<file path="src/rtl/qalu_pkg.sv">
// qalu_pkg: shared types for the sequential Q-format arithmetic unit.
//   opcode_e : operation select carried on the opcode port
//   state_e  : control states of qalu_seq
package qalu_pkg;

  typedef enum logic [1:0] {
    OP_ADD = 2'b00,
    OP_MUL = 2'b01,
    OP_DIV = 2'b10,
    OP_SUB = 2'b11
  } opcode_e;

  typedef enum logic [1:0] {
    IDLE = 2'b00,
    CALC = 2'b01,
    DIV  = 2'b10,
    DONE = 2'b11
  } state_e;

endpackage

</file>
<file path="src/rtl/qalu_div_iter.sv">
// qalu_div_iter: restoring divider for sign-magnitude Q(N,Q) magnitudes.
// Divides (mag_a << Q) by mag_b, producing one quotient bit per clock over
// N-1+Q iterations after start.
//   clk, rst_n : clock, asynchronous active-low reset
//   start      : load operands and begin a division (mag_b must be nonzero)
//   mag_a      : dividend magnitude
//   mag_b      : divisor magnitude
//   quotient   : low N-1 quotient bits, valid while done = 1
//   done       : high during the cycle whose clock edge performs the last step
//   ovf        : quotient has nonzero bits above N-2, valid while done = 1
module qalu_div_iter #(
  parameter int N = 32,
  parameter int Q = 15
) (
  input  logic         clk,
  input  logic         rst_n,
  input  logic         start,
  input  logic [N-2:0] mag_a,
  input  logic [N-2:0] mag_b,
  output logic [N-2:0] quotient,
  output logic         done,
  output logic         ovf
);

  localparam int W  = N - 1 + Q;
  localparam int CW = $clog2(W + 1);

  logic          busy_reg;
  logic [CW-1:0] count_reg;
  logic [W-1:0]  dvd_reg;
  logic [N-2:0]  dvs_reg;
  logic [N-2:0]  rem_reg;
  // Only W-1 bits are kept: the final step's full W-bit quotient is
  // presented combinationally, so the top bit never needs storage.
  logic [W-2:0]  quo_reg;

  logic [N-1:0]  trial;
  logic          ge;
  logic [N-2:0]  rem_next;
  logic [W-1:0]  quo_next;
  logic [W-1:0]  quo_hi;

  always_comb begin
    trial    = {rem_reg, dvd_reg[W-1]};
    ge       = (trial >= {1'b0, dvs_reg});
    // The true difference is below the divisor, so it fits in N-1 bits and
    // modulo subtraction of the low bits gives the exact remainder.
    rem_next = ge ? (trial[N-2:0] - dvs_reg) : trial[N-2:0];
    quo_next = {quo_reg, ge};
    quo_hi   = quo_next >> (N - 1);
  end

  // Outputs reflect the step being taken this cycle so the caller can latch
  // the final quotient on the same edge as the last iteration.
  assign done     = busy_reg && (count_reg == CW'(1));
  assign quotient = quo_next[N-2:0];
  assign ovf      = |quo_hi;

  always_ff @(posedge clk or negedge rst_n) begin
    if (!rst_n) begin
      busy_reg  <= 1'b0;
      count_reg <= '0;
      dvd_reg   <= '0;
      dvs_reg   <= '0;
      rem_reg   <= '0;
      quo_reg   <= '0;
    end else if (start) begin
      busy_reg  <= 1'b1;
      count_reg <= CW'(W);
      dvd_reg   <= W'(mag_a) << Q;
      dvs_reg   <= mag_b;
      rem_reg   <= '0;
      quo_reg   <= '0;
    end else if (busy_reg) begin
      dvd_reg   <= dvd_reg << 1;
      rem_reg   <= rem_next;
      quo_reg   <= quo_next[W-2:0];
      count_reg <= count_reg - CW'(1);
      if (count_reg == CW'(1)) begin
        busy_reg <= 1'b0;
      end
    end
  end

endmodule

</file>
<file path="src/rtl/qalu_seq.sv">
// qalu_seq: handshaked sign-magnitude Q(N,Q) arithmetic unit with
// saturation. One operand pair per transaction; result held until taken.
//   clk, rst_n          : clock, asynchronous active-low reset
//   in_valid / in_ready : operand handshake (in_ready while idle)
//   opcode              : 00 add, 01 mul, 10 div, 11 sub
//   a, b                : sign-magnitude operands
//   out_valid/out_ready : result handshake
//   result              : sign-magnitude result (never negative zero)
//   ovf                 : result saturated
//   div_zero            : divide with zero divisor magnitude
module qalu_seq
  import qalu_pkg::*;
#(
  parameter int N = 32,
  parameter int Q = 15
) (
  input  logic         clk,
  input  logic         rst_n,
  input  logic         in_valid,
  output logic         in_ready,
  input  logic [1:0]   opcode,
  input  logic [N-1:0] a,
  input  logic [N-1:0] b,
  output logic         out_valid,
  input  logic         out_ready,
  output logic [N-1:0] result,
  output logic         ovf,
  output logic         div_zero
);

  localparam int M = N - 1;

  state_e       state_reg, state_next;
  logic [N-1:0] a_reg, b_reg;
  opcode_e      op_reg;
  logic [N-1:0] result_reg;
  logic         ovf_reg, dz_reg;

  logic         accept, div_start;
  logic [M-1:0] div_q;
  logic         div_done, div_q_ovf;

  // Divider loads straight from the input bus on the accepting edge, so its
  // iterations line up with the cycles spent in DIV.
  assign accept    = (state_reg == IDLE) && in_valid;
  assign div_start = accept && (opcode == OP_DIV) && (b[M-1:0] != '0);

  qalu_div_iter #(.N(N), .Q(Q)) u_div (
    .clk      (clk),
    .rst_n    (rst_n),
    .start    (div_start),
    .mag_a    (a[M-1:0]),
    .mag_b    (b[M-1:0]),
    .quotient (div_q),
    .done     (div_done),
    .ovf      (div_q_ovf)
  );

  // Combinational add/sub/mul/div-by-zero from the operand registers.
  logic         sa, sb_eff;
  logic [M-1:0] ma, mb;
  logic [M:0]   sum;
  logic [2*M-1:0] prod, prod_sh;
  logic         calc_sign, calc_ovf, calc_dz;
  logic [M-1:0] calc_mag;
  logic [N-1:0] calc_result;
  logic [M-1:0] div_mag;
  logic [N-1:0] div_result;

  always_comb begin
    sa        = a_reg[N-1];
    ma        = a_reg[M-1:0];
    mb        = b_reg[M-1:0];
    sb_eff    = b_reg[N-1] ^ (op_reg == OP_SUB);
    sum       = {1'b0, ma} + {1'b0, mb};
    prod      = (2*M)'(ma) * (2*M)'(mb);
    prod_sh   = prod >> Q;
    calc_sign = 1'b0;
    calc_mag  = '0;
    calc_ovf  = 1'b0;
    calc_dz   = 1'b0;
    case (op_reg)
      OP_ADD, OP_SUB: begin
        if (sa == sb_eff) begin
          calc_sign = sa;
          if (sum[M]) begin
            calc_mag = '1;
            calc_ovf = 1'b1;
          end else begin
            calc_mag = sum[M-1:0];
          end
        end else if (ma >= mb) begin
          calc_sign = sa;
          calc_mag  = ma - mb;
        end else begin
          calc_sign = sb_eff;
          calc_mag  = mb - ma;
        end
      end
      OP_MUL: begin
        calc_sign = sa ^ b_reg[N-1];
        if (prod_sh[2*M-1:M] != '0) begin
          calc_mag = '1;
          calc_ovf = 1'b1;
        end else begin
          calc_mag = prod_sh[M-1:0];
        end
      end
      default: begin
        // Only a zero-divisor divide reaches CALC.
        calc_sign = sa;
        calc_mag  = '1;
        calc_dz   = 1'b1;
      end
    endcase
    calc_result = {calc_sign && (calc_mag != '0), calc_mag};
    div_mag     = div_q_ovf ? '1 : div_q;
    div_result  = {(a_reg[N-1] ^ b_reg[N-1]) && (div_mag != '0), div_mag};
  end

  // State register
  always_ff @(posedge clk or negedge rst_n) begin
    if (!rst_n) begin
      state_reg <= IDLE;
    end else begin
      state_reg <= state_next;
    end
  end

  // Next-state logic
  always_comb begin
    state_next = state_reg;
    case (state_reg)
      IDLE: if (in_valid) state_next = div_start ? DIV : CALC;
      CALC: state_next = DONE;
      DIV:  if (div_done) state_next = DONE;
      DONE: if (out_ready) state_next = IDLE;
      default: state_next = IDLE;
    endcase
  end

  // Outputs
  always_comb begin
    in_ready  = (state_reg == IDLE);
    out_valid = (state_reg == DONE);
  end

  assign result   = result_reg;
  assign ovf      = ovf_reg;
  assign div_zero = dz_reg;

  // Datapath registers
  always_ff @(posedge clk or negedge rst_n) begin
    if (!rst_n) begin
      a_reg      <= '0;
      b_reg      <= '0;
      op_reg     <= OP_ADD;
      result_reg <= '0;
      ovf_reg    <= 1'b0;
      dz_reg     <= 1'b0;
    end else begin
      if (accept) begin
        a_reg  <= a;
        b_reg  <= b;
        op_reg <= opcode_e'(opcode);
      end
      if (state_reg == CALC) begin
        result_reg <= calc_result;
        ovf_reg    <= calc_ovf;
        dz_reg     <= calc_dz;
      end else if (state_reg == DIV && div_done) begin
        result_reg <= div_result;
        ovf_reg    <= div_q_ovf;
        dz_reg     <= 1'b0;
      end
    end
  end

endmodule
</file>
<file path="config.mk">
export PLATFORM = sky130hd
export DESIGN_NAME = qalu_seq
export DESIGN_NICKNAME = d
export VERILOG_FILES = /design/src/rtl/qalu_pkg.sv /design/src/rtl/qalu_div_iter.sv /design/src/rtl/qalu_seq.sv
export SDC_FILE = /design/constraint.sdc
export NUM_CORES = 2
export LEC_CHECK = 0
export BUFFER_PORTS_ARGS = -buffer_cell sky130_fd_sc_hd__buf_4
export CAP_MARGIN = 5
export CORE_ASPECT_RATIO = 1.1
export CORE_MARGIN = 2
export CORE_UTILIZATION = 30
export CTS_CLUSTER_SIZE = 28
export DETAILED_ROUTE_END_ITERATION = 12
export PLACE_DENSITY = 0.43
export SLEW_MARGIN = 10
export SYNTH_ARGS = -nofsm -noshare
export SYNTH_HDL_FRONTEND = slang
export SYNTH_SLANG_ARGS = --single-unit
</file>
<file path="constraint.sdc">
create_clock -name clk -period 11.72 [get_ports clk]
set_input_delay 1.758 -clock clk [delete_from_list [all_inputs] [get_ports clk]]
set_output_delay 1.758 -clock clk [all_outputs]
set_load 0.01 [all_outputs]
</file>
==> results_dict.tcl <==
set metrics [dict create \
    antenna_found_initial 12 \
    grt_start_max_net_pins 103 \
    rr_startpoint "a_reg[12]$_DFFE_PN0P_" \
    drtPass1Iterations 5 \
    postCtsHoldBufs 0 \
    r2r_slack_ps 1140 \
    wl_mm 204.3 \
    timing.setup.critical_path_class "reg -> reg" \
    grt_pass1_wl_mm 300.7 \
    hp-class "reg -> reg" \
    crit_top_cell "fa_1" \
    synth_nets 6924 \
    die_h_microns 424.5 \
    htree_num_levels 1 \
    worst_slew_pin_slew_ps 1216 \
    ys_types 83 \
    clk_latency_ps 620 \
    reg2reg_to "result[29]$_DFFE_PN0P_" \
    maxCapViolations 0 \
    core_area_sq_um 159900 \
    drive_gt1_share_pct 7.642 \
    die_x_microns 386.3 \
    drc 0 \
    grt_pass1_vias 42680 \
    critical-path-max-stage-delay_ps 990 \
    numPortBuffers 105 \
    synth_flop_cell "dfrtp_1" \
    rsz0062_at_grt "false" \
    clockRootBuffer "clkbuf_16" \
    max_slew_margin_pct 18.84 \
    ant_nets 0 \
    cts_made_buffers 30 \
    track_usage_pct 25.05 \
    clk_pin_slew_ps 60 \
    num_vias 40260 \
    synthArstFlopShare_pct 100.0 \
    grt.overflow.total 0 \
    start_util_pct 30.16 \
    cts_tree "yes" \
    crit_start "a_reg[12]$_DFFE_PN0P_" \
    drt_iter0_markers 3222 \
    ys_warn_count 0 \
    cts.repair.resized 0 \
    largest_reg_flops 45 \
    status "completed" \
    gp_congestion 0.9575 \
    synth_seq_cells 247 \
    cp_max_fo 16 \
    synth_edf_count 0 \
    clock_sinks 247 \
    setup_viol 0 \
    max_freq_mhz 94.52 \
    cp.arrival_ps 11030 \
    worstSetupStartpointType "flop" \
    finClkSkew_ps 38.38 \
    io-pin-count 106 \
    cp.required_ps 12180 \
    dpl.hpwl_mm 164.0 \
    post-route-period-util_pct 90.27 \
    rr_worst_depth 28 \
    syn_inst 5628 \
    syn_avg_cell_area_sq_um 8.570 \
    ys_seq_area_share_pct 12.81 \
    final_hold_viol_count 0 \
    cpMaxStageDelayCell "dfrtp_1" \
    dieArea_sq_um 164000 \
    slew_violations 0 \
    vias_per_cell 5.212 \
    area_delta_synth_final_pct 9.201 \
    synth.cell_area_sq_um 48230 \
    final_nets 6889 \
    cts_setup_buffers 0 \
    clockBufferDepth 3 \
    final_common_cell "inv_1" \
    final_cell_mix "911 x inv_1, 839 x fa_1, 793 x nor2_1, 618 x nand2_1, 387 x ha_1" \
    cp-end-kind "flop" \
    drt-wirelength-per-cell_microns 26.45 \
    crit_path_end "result[29]$_DFFE_PN0P_" \
    num_rows 154 \
    fin_setup_tns_ps 0 \
    fin_crit_ps 10580 \
]
==> cell type report <==
class / count / area (sq um)
antenna: 4 / 10.01
clock buffer: 43 / 889.6
clock inverter: 10 / 181.4
fill: 16990 / 107300
inverter: 939 / 3525
multi-input combinational: 4119 / 37320
sequential: 247 / 6185
tap: 2106 / 2635
timing repair buffer: 256 / 1929
==> cells in the mapped netlist (all sizes together) (26+ instances only) <==
library cell	n	share of area [%]
inv	917	7.1
fa	839	35
nor2	793	6.2
nand2	620	4.8
ha	387	10
clkbuf	278	2.2
dfrtp	247	13
a21oi	236	2.5
o21ai	220	2.3
mux2i	114	2.4
mux2	70	1.6
xnor2	68	1.2
nand4	60	0.80
nor3	60	0.62
a21o	54	0.84
buf	45	0.49
a31oi	42	0.58
a211oi	40	0.62
and3	39	0.51
nand3	38	0.39
and2	35	0.45
nor4	35	0.47
xor2	30	0.54
o211ai	26	0.40
==> stage by stage <==
step | hold WS, ps | std cells | instance area, sq um | setup WS [ps] | utilization [%]
after global placement | 468.9 | 7667 | 51590 | 1318 | 32.26
after detailed placement | 474.4 | 7667 | 51590 | 1279 | 32.26
final | 487.4 | 7724 | 52670 | 1141 | 32.93
after global routing | 519.0 | 7720 | 52660 | 843.1 | 32.93
after CTS | 490.0 | 7720 | 52660 | 1275 | 32.93
after floorplan | 452.3 | 5628 | 48230 | 3354 | -
==> worst max-delay path, delay by kind of cell, from the launching register on <==
family	cells	cell delay, ps
compound gates	9	2420
fa+ha+maj	9	4460
simple gates	5	1380
flops	1	990
buf+inv	5	1160
==> kinds of logic (layout without fill, tap and decap cells) <==
group | count (synthesis) | in the layout | share of synthesized area, %
other | 0 | 4 | 0
flip-flops | 247 | 247 | 12.81
AO/OA/AOI/OAI | 833 | 833 | 10.96
adder cells (fa/ha/maj) | 1226 | 1226 | 44.86
multiplexers | 184 | 184 | 4.000
XOR/XNOR | 98 | 98 | 1.780
buffers and inverters | 1262 | 1248 | 9.956
AND/OR/NAND/NOR | 1778 | 1778 | 15.62
==> routing by layer <==
layer | global-route usage, % | routed length (microns)
met3 | 2.512 | 9978
met2 | 42.45 | 98680
met1 | 33.54 | 87770
met4 | 7.752 | 7857
met5 | 0 | 0
==> worst min-delay path by stage <==
stage / from / end / slack, ps / cells after the start
4_1_cts: u_div.dvs_reg[0]$_DFFE_PN0P_ / u_div.dvs_reg[0]$_DFFE_PN0P_ / 490 / 2
3_5_place_dp: u_div.dvs_reg[0]$_DFFE_PN0P_ / u_div.dvs_reg[0]$_DFFE_PN0P_ / 470 / 2
6_report: u_div.dvs_reg[0]$_DFFE_PN0P_ / u_div.dvs_reg[0]$_DFFE_PN0P_ / 490 / 2
3_3_place_gp: u_div.dvs_reg[0]$_DFFE_PN0P_ / u_div.dvs_reg[0]$_DFFE_PN0P_ / 470 / 2
2_1_floorplan: u_div.dvs_reg[0]$_DFFE_PN0P_ / u_div.dvs_reg[0]$_DFFE_PN0P_ / 450 / 2
5_1_grt: u_div.dvs_reg[0]$_DFFE_PN0P_ / u_div.dvs_reg[0]$_DFFE_PN0P_ / 520 / 2
Power is left out: the tool's default activity adds up to more than one toggle a clock period on the data nets, which glitch-free logic cannot reach.
